File: config.mk
export PLATFORM = sky130hd
export DESIGN_NAME = sa_00
export DESIGN_NICKNAME = d
export VERILOG_FILES = /design/src/rtl/sa_00_pkg.sv /design/src/rtl/sa_rr_arb3.sv /design/src/rtl/sa_00.sv
export SDC_FILE = /design/constraint.sdc
export NUM_CORES = 1
export LEC_CHECK = 0
export BUFFER_PORTS_ARGS = -buffer_cell sky130_fd_sc_hd__buf_2
export CORE_ASPECT_RATIO = 1.75
export CORE_MARGIN = 2
export CORE_UTILIZATION = 45
export DETAILED_ROUTE_END_ITERATION = 6
export MAX_ROUTING_LAYER = met4
export PLACE_DENSITY = 0.7
export SYNTH_ARGS = -nofsm -noshare
export SYNTH_HDL_FRONTEND = slang
export SYNTH_SLANG_ARGS = --single-unit
File: constraint.sdc
create_clock -name rc_clk -period 2.1 [get_ports rc_clk]
set_input_delay 0.21 -clock rc_clk [delete_from_list [all_inputs] [get_ports rc_clk]]
set_output_delay 0.21 -clock rc_clk [all_outputs]
set_load 0.01 [all_outputs]
File: src/rtl/sa_00_pkg.sv
// Shared constants and helpers for the node-00 switch allocator (sa_00, sa_rr_arb3).
package sa_00_pkg;

  localparam logic [3:0] DIR_LOCAL = 4'b0000;
  localparam logic [3:0] DIR_SOUTH = 4'b0001;
  localparam logic [3:0] DIR_EAST  = 4'b0010;
  localparam logic [3:0] DIR_NONE  = 4'b1111;

  localparam int P_L = 0;
  localparam int P_E = 1;
  localparam int P_S = 2;

  typedef enum logic [1:0] {
    OUT_L    = 2'd0,
    OUT_E    = 2'd1,
    OUT_S    = 2'd2,
    OUT_NONE = 2'd3
  } out_e;

  function automatic out_e decode_dir(input logic [3:0] dir);
    case (dir)
      DIR_LOCAL: return OUT_L;
      DIR_SOUTH: return OUT_S;
      DIR_EAST:  return OUT_E;
      DIR_NONE:  return OUT_NONE;
      default:   return OUT_NONE;
    endcase
  endfunction

  function automatic logic [1:0] onehot_to_idx(input logic [2:0] oh);
    if (oh[2]) return 2'd2;
    if (oh[1]) return 2'd1;
    return 2'd0;
  endfunction

endpackage

File: src/rtl/sa_rr_arb3.sv
// Three-requester round-robin arbiter; the pointer holds the last winner and the
// search starts one past it. Grant is combinational, the pointer registered.
module sa_rr_arb3
  import sa_00_pkg::*;
(
  input  logic       rc_clk,
  input  logic       rst_n,
  input  logic [2:0] req,
  input  logic       en,
  output logic [2:0] gnt
);

  logic [1:0] ptr;

  always_comb begin
    gnt = '0;
    if (en) begin
      case (ptr)
        2'd0: begin
          if (req[1])      gnt = 3'b010;
          else if (req[2]) gnt = 3'b100;
          else if (req[0]) gnt = 3'b001;
        end
        2'd1: begin
          if (req[2])      gnt = 3'b100;
          else if (req[0]) gnt = 3'b001;
          else if (req[1]) gnt = 3'b010;
        end
        default: begin
          if (req[0])      gnt = 3'b001;
          else if (req[1]) gnt = 3'b010;
          else if (req[2]) gnt = 3'b100;
        end
      endcase
    end
  end

  // Reset to 2 so input 0 (Local) is searched first.
  always_ff @(posedge rc_clk or negedge rst_n) begin
    if (!rst_n) begin
      ptr <= 2'd2;
    end else if (|gnt) begin
      ptr <= onehot_to_idx(gnt);
    end
  end

endmodule

File: src/rtl/sa_00.sv
// Switch allocator for corner router node 00 (inputs/outputs L, E, S).
// Define SA_00_CREDIT_EN to build the East/South downstream credit counters.
module sa_00
  import sa_00_pkg::*;
#(
  parameter int DEPTH = 8,
  parameter int WIDTH = 3
) (
  input  logic             rc_clk,
  input  logic             rst_n,
  input  logic             req_valid_l,
  input  logic             req_valid_e,
  input  logic             req_valid_s,
  input  logic [3:0]       req_dir_l,
  input  logic [3:0]       req_dir_e,
  input  logic [3:0]       req_dir_s,
  input  logic             credit_in_e,
  input  logic             credit_in_s,
  input  logic             out_ready_l,
  output logic             grant_l,
  output logic             grant_e,
  output logic             grant_s,
  output logic [1:0]       sel_l,
  output logic [1:0]       sel_e,
  output logic [1:0]       sel_s,
  output logic             out_valid_l,
  output logic             out_valid_e,
  output logic             out_valid_s,
  output logic             drop,
  output logic [WIDTH:0]   E_pressure_out,
  output logic [WIDTH:0]   S_pressure_out
);

  localparam logic [WIDTH:0] DEPTH_C = (WIDTH + 1)'(DEPTH);

  // Handshake: an input port holds req_valid/req_dir until it sees a one-cycle
  // grant pulse, which is its pop; the held grant masks that input for one cycle
  // so the flit being popped is never granted twice.
  logic [2:0] grant_q;
  logic [2:0] valid_v;
  logic [2:0] eligible;
  logic [2:0] unroute;
  logic [2:0] req_l, req_e, req_s;
  logic [2:0] gnt_l, gnt_e, gnt_s;
  logic [3:0] dir_v [3];
  logic       avail_l, avail_e, avail_s;

  assign valid_v[P_L] = req_valid_l;
  assign valid_v[P_E] = req_valid_e;
  assign valid_v[P_S] = req_valid_s;
  assign dir_v[P_L]   = req_dir_l;
  assign dir_v[P_E]   = req_dir_e;
  assign dir_v[P_S]   = req_dir_s;
  assign eligible     = valid_v & ~grant_q;

  always_comb begin
    req_l   = '0;
    req_e   = '0;
    req_s   = '0;
    unroute = '0;
    for (int i = 0; i < 3; i++) begin
      case (decode_dir(dir_v[i]))
        OUT_L:   req_l[i]   = eligible[i];
        OUT_E:   req_e[i]   = eligible[i];
        OUT_S:   req_s[i]   = eligible[i];
        default: unroute[i] = eligible[i];
      endcase
    end
  end

  assign avail_l = out_ready_l;

`ifdef SA_00_CREDIT_EN
  logic [WIDTH:0] credit_e, credit_s;

  assign avail_e = (credit_e != '0);
  assign avail_s = (credit_s != '0);

  // A return and a consume in the same cycle cancel; returns saturate at DEPTH.
  always_ff @(posedge rc_clk or negedge rst_n) begin
    if (!rst_n) begin
      credit_e <= DEPTH_C;
      credit_s <= DEPTH_C;
    end else begin
      if ((|gnt_e) && !credit_in_e) begin
        credit_e <= credit_e - 1'b1;
      end else if (!(|gnt_e) && credit_in_e && (credit_e != DEPTH_C)) begin
        credit_e <= credit_e + 1'b1;
      end
      if ((|gnt_s) && !credit_in_s) begin
        credit_s <= credit_s - 1'b1;
      end else if (!(|gnt_s) && credit_in_s && (credit_s != DEPTH_C)) begin
        credit_s <= credit_s + 1'b1;
      end
    end
  end

  assign E_pressure_out = DEPTH_C - credit_e;
  assign S_pressure_out = DEPTH_C - credit_s;
`else
  logic           unused_credit;
  logic [WIDTH:0] unused_depth;

  assign unused_credit  = credit_in_e ^ credit_in_s;
  assign unused_depth   = DEPTH_C;
  assign avail_e        = 1'b1;
  assign avail_s        = 1'b1;
  assign E_pressure_out = '0;
  assign S_pressure_out = '0;
`endif

  sa_rr_arb3 u_arb_l (.rc_clk(rc_clk), .rst_n(rst_n), .req(req_l), .en(avail_l), .gnt(gnt_l));
  sa_rr_arb3 u_arb_e (.rc_clk(rc_clk), .rst_n(rst_n), .req(req_e), .en(avail_e), .gnt(gnt_e));
  sa_rr_arb3 u_arb_s (.rc_clk(rc_clk), .rst_n(rst_n), .req(req_s), .en(avail_s), .gnt(gnt_s));

  // Unroutable requests are popped and discarded without touching any output.
  always_ff @(posedge rc_clk or negedge rst_n) begin
    if (!rst_n) begin
      grant_q     <= '0;
      out_valid_l <= 1'b0;
      out_valid_e <= 1'b0;
      out_valid_s <= 1'b0;
      sel_l       <= 2'd0;
      sel_e       <= 2'd0;
      sel_s       <= 2'd0;
      drop        <= 1'b0;
    end else begin
      grant_q     <= gnt_l | gnt_e | gnt_s | unroute;
      out_valid_l <= |gnt_l;
      out_valid_e <= |gnt_e;
      out_valid_s <= |gnt_s;
      drop        <= |unroute;
      if (|gnt_l) sel_l <= onehot_to_idx(gnt_l);
      if (|gnt_e) sel_e <= onehot_to_idx(gnt_e);
      if (|gnt_s) sel_s <= onehot_to_idx(gnt_s);
    end
  end

  assign grant_l = grant_q[P_L];
  assign grant_e = grant_q[P_E];
  assign grant_s = grant_q[P_S];

endmodule

; ---- After elaboration in Yosys (flattened, before gate mapping)
; Cells that the tools add are included.
[classes]
bitwise = 5
n_reduce_logical = 16
n_mux = 73
eq_ne = 15
[op_table]
columns = cell, n
row1 = $mux 3, 22
row2 = $mux 1, 30
row3 = $mux 2, 15
row4 = $reduce_or 3->1, 7
row5 = $pmux 2 s3, 3
row6 = $pmux 3 s2, 3
row7 = $eq 2x1->1 const B, 6
row8 = $eq 4x1->1 const B, 3
row9 = $eq 4x2->1 const B, 3
row10 = $logic_not 2->1, 6
row11 = $logic_not 4->1, 3
row12 = $or 3x3->3, 3
row13 = $eq 2x2->1 const B, 3
row14 = $and 3x3->3, 1
row15 = $not 3->3, 1
[word_totals]
register_bits = 19
inputBits = 20
wordCells = 120

; ---- Logic depth before layout (Yosys ltp)
[logic_depth]
depth_word = 15
mapped_depth = 4
depth_no_buf = 4

; ---- Hierarchy
; From an unflattened synthesis, not the netlist that was laid out.
[unflattened]
cells_unflattened = 123
hier_area_um2 = 1176.1
[by_module_without_submodules]
columns = module, cells_each, area_per_inst_um2, instances, seq_area_each_um2
row1 = sa_00, 63, 688.2, 1, 325.3
row2 = sa_rr_arb3, 20, 162.7, 3, 51.3

; ---- Least setup slack after synthesis
; OpenSTA, ideal clock, no wires.
[synth_path]
kind = register to register
startpoint = register grant_q[1]
endpoint = register grant_q[0]
arrival_time_ps = 1627
stages_incl_launch_ff = 5
slack_ps = 336
period_less_slack_ps = 1764
path_cell_list = dfrtp_1 or4b_4 or3_1 a311oi_1 o211ai_1
[synth_via]
elab_chain_cells = 10
[synth_lines]
columns = item, line
row1 = from (decl), sa_00.sv:39  ; logic [2:0] grant_q;
row2 = from (signal assigned), sa_00.sv:128  ; grant_q <= gnt_l | gnt_e | gnt_s | unroute;
row3 = $not 3->3 *, sa_00.sv:54  ; assign eligible = valid_v & ~grant_q;
row4 = $and 3x3->3 *, sa_00.sv:54
row5 = $mux 1, sa_00.sv:62  ; case (decode_dir(dir_v[i]))
row6 = $mux 3, sa_rr_arb3.sv:31  ; else if (req[1]) gnt = 3'b010;
row7 = $mux 3, sa_rr_arb3.sv:30  ; if (req[0]) gnt = 3'b001;
row8 = $pmux 3 s2, sa_rr_arb3.sv:18  ; case (ptr)
row9 = $mux 3, sa_rr_arb3.sv:17  ; if (en) begin
row10 = $or 3x3->3, sa_00.sv:128
row11 = $or 3x3->3 * (2 in a row), sa_00.sv:128
; Every way passes the cells marked *; elsewhere a longest branch is shown, timed or not.
; A chain may end at the register's enable or synchronous reset.

; ---- Worst setup path in the final report
[layout_path]
startpoint = register grant_q[0]
endpoint = register sel_l[1]
[layout_via]
elab_chain_cells = 12
[layout_lines]
columns = item, line
row1 = $not 3->3 *, sa_00.sv:54
row2 = $and 3x3->3 *, sa_00.sv:54
row3 = $mux 1 *, sa_00.sv:62
row4 = $mux 3, sa_rr_arb3.sv:26  ; else if (req[0]) gnt = 3'b001;
row5 = $mux 3, sa_rr_arb3.sv:25  ; if (req[2]) gnt = 3'b100;
row6 = $pmux 3 s2 *, sa_rr_arb3.sv:18
row7 = $mux 3 *, sa_rr_arb3.sv:17
row8 = $mux 1 (2 in a row), sa_00_pkg.sv:32  ; if (oh[1]) return 2'd1;
row9 = $mux 1, sa_00.sv:133  ; if (|gnt_l) sel_l <= onehot_to_idx(gnt_l);
row10 = $mux 2, sa_00_pkg.sv:33  ; return 2'd0;
row11 = $mux 2, sa_00_pkg.sv:32
row12 = to (signal assigned), sa_00.sv:133
row13 = to (decl), sa_00.sv:23  ; output logic [1:0] sel_l,
; Every way passes the cells marked *; elsewhere a longest branch is shown, timed or not. The select of a mux whose other input is x is not followed.

==> flow_summary.toml <==
[yosys]
ys_types = 37
synth-async-reset-ratio = 1.00
yosysSeqAreaShare = 0.380
yosys.area.top_type = "dfrtp_1"
synth-seq-cells = 16
synth_area_leaders = "dfrtp_1, buf_4, dfstp_2"
synth_area_um2 = 1060
syn-instance-count = 119
synth-edff-count = 0
yosys.area.top_type_share = 0.306
ys_warn_count = 0
synth_ff_type = "dfrtp_1"
syn_area_per_cell_um2 = 8.94

[floorplan]
dieHeight_um = 68.3
rows = 23
start_util = 0.468
coreArea_um2 = 2270
ios = 41
die-area_um2 = 2780
dieWidth_um = 40.8

[critical_path]
critical_path_class = "register to register"
cp-start-kind = "register"
cp-end-kind = "register"
crit_chain = "or4b_2, nor3_1, o31a_1, o21ai_0"
worst_ep_arrival_time_ps = 2070
critPathMaxStageDelay_ps = 670
critPathMaxFanout = 4
cpMaxStageDelayCell = "or4b_2"
critPathRequiredTime_ps = 2210

[global_route]
grt_usage = 0.237
grt_pass1_vias = 1021
antenna_found_initial = 0
grt_first_pass_wirelength_um = 4410
grt_max_degree = 17
grt_overflow = 0

[timing]
worst_slew_pin_slew_ps = 593
rsz0062_at_grt = "false"
timing.final.ws_setup_ps = 146
setup-violations-final = 0
clock.fmax_mhz = 512
whs_ps = 252
finalMaxSlewViolations = 0
min_period_over_period = 0.930
slew_headroom = 0.604
final.setup_skew_ps = 8.68
finalHoldViolations = 0
period_minus_slack_ps = 1950
setup_tns_ps = 0

[outcome]
status = "finished clean"

[power_and_ir_drop]
p_leak_nw = 0.597
power_mw = 0.981
cellPowerDensity_nw_per_um2 = 773
irDropWorstVdd_mv = 0.534

[route]
viasPerCell = 5.86
first_pass_iters = 4
drc = 0
drt-total-wl_um = 2650
vias = 1037
drt_iter0_drc = 46
wl_per_cell_um = 15.0
ant_nets = 0

[clock_tree]
cts_resized = 0
h-tree-depth = 1
cts-root-to-sink-buffers = 2
cts_root_buf = "clkbuf_8"
cts_buffers = 3
clkLatencyLatePin_ps = 260
cts_tree = "yes"
cts.reportedPaths.clkPinSlew_ps = 70
clock_sinks = 16

[placement]
portBuffers = 30
dp_slack_ps = 172
place_congestion = 0.893
dpl.hpwl_um = 2040

[cells_and_area]
seq_area_um2 = 404
multiInputGateArea_um2 = 584
final_common_cell = "buf_2"
n_antenna_cell = 0
drive_gt1_frac = 0.283
nNetsFinal = 173
syn_to_final_growth_pct = 19.3
final_cell_mix = "buf_2, dfrtp_1, nor2_1, conb_1"
fillers = 222

[worst_hold_path]
holdCritPathClass = "primary input to register"

[flow_run]
drv_cap = 0
report_power, final:
| part | internal (mW) | switching (mW) |
|---|---|---|
| clock network | 0.167 | 0.116 |
| logic | 0.116 | 0.141 |
| registers | 0.380 | 0.0621 |
logic make-up after synthesis:
family,count (synthesis),share of synthesized area
buffers and inverters,16,0.0953
and+or+nand+nor,50,0.294
AOI/OAI and AO/OA,36,0.227
other,1,0.00353
DFF,16,0.380
through the flow:
stage                util  instance area (µm²)  std cells
floorplan               -                 1090        126
global placement    0.529                 1200        172
detailed placement  0.529                 1200        172
global route        0.558                 1270        177
finish              0.558                 1270        177
CTS                 0.558                 1270        177
metal layers:
layer,global-route usage,share of wire,vias up
met5,-,0,-
met4,0.146,0.038,0
met3,0.0195,0.035,10
met2,0.381,0.55,34
met1,0.269,0.38,500
li1,-,-,493
worst max-delay path, delay by kind of cell, from the launching register on:
family	cells	cell delay, ps
DFF	1	410
AOI/OAI and AO/OA	2	390
and+or+nand+nor	2	1010
Yosys cell counts, types with 2 or more instances:
cell,count
buf_4,11
nor3b_1,5
nor3_1,4
nor4b_2,2
nand2b_1,4
nand3_1,2
o22ai_1,3
a21o_1,5
dfstp_2,3
and3_1,2
a22oi_1,3
nand4_1,2
a211oi_1,2
o21ai_0,6
nand2_1,7
inv_1,5
nor2b_1,2
a21oi_1,7
o211ai_1,3
nand3b_1,4
nor2_1,9
dfrtp_1,13
state kept, by name (all words and copies together) (netlist names):
signal,cells
out_valid_l,1
drop,1
u_arb_s.ptr,1
sel_e,2
grant_q,3
u_arb_e.ptr,1
sel_l,2
u_arb_l.ptr,1
sel_s,2
out_valid_e,1
out_valid_s,1
path summary, 6_finish.rpt:
path	start	slack, ps	endpoint	depth (start not counted)
worst min register to register	sel_e[1]	480	sel_e[1]	1
max in group asynchronous	rst_n	1370	u_arb_l.ptr[1]	2
min in group asynchronous	rst_n	400	sel_e[0]	2
worst max-delay path	grant_q[0]	150	sel_l[1]	4
worst min-delay path	req_valid_s	250	drop	3
worst max register to register	grant_q[0]	150	sel_l[1]	4
what timing repair did:
item	CTS	global route
hold buffers	1	0
buffers inserted	0	0
endpoints found under the hold margin	13	0
cell type report:
type	instances	share of cell area
Multi-Input combinational cell	94	0.461
Timing Repair Buffer	33	0.138
Tap cell	25	0.0247
Inverter	5	0.0148
Sequential cell	16	0.319
Clock buffer	4	0.0434
Power figures use the tool's default switching activity.
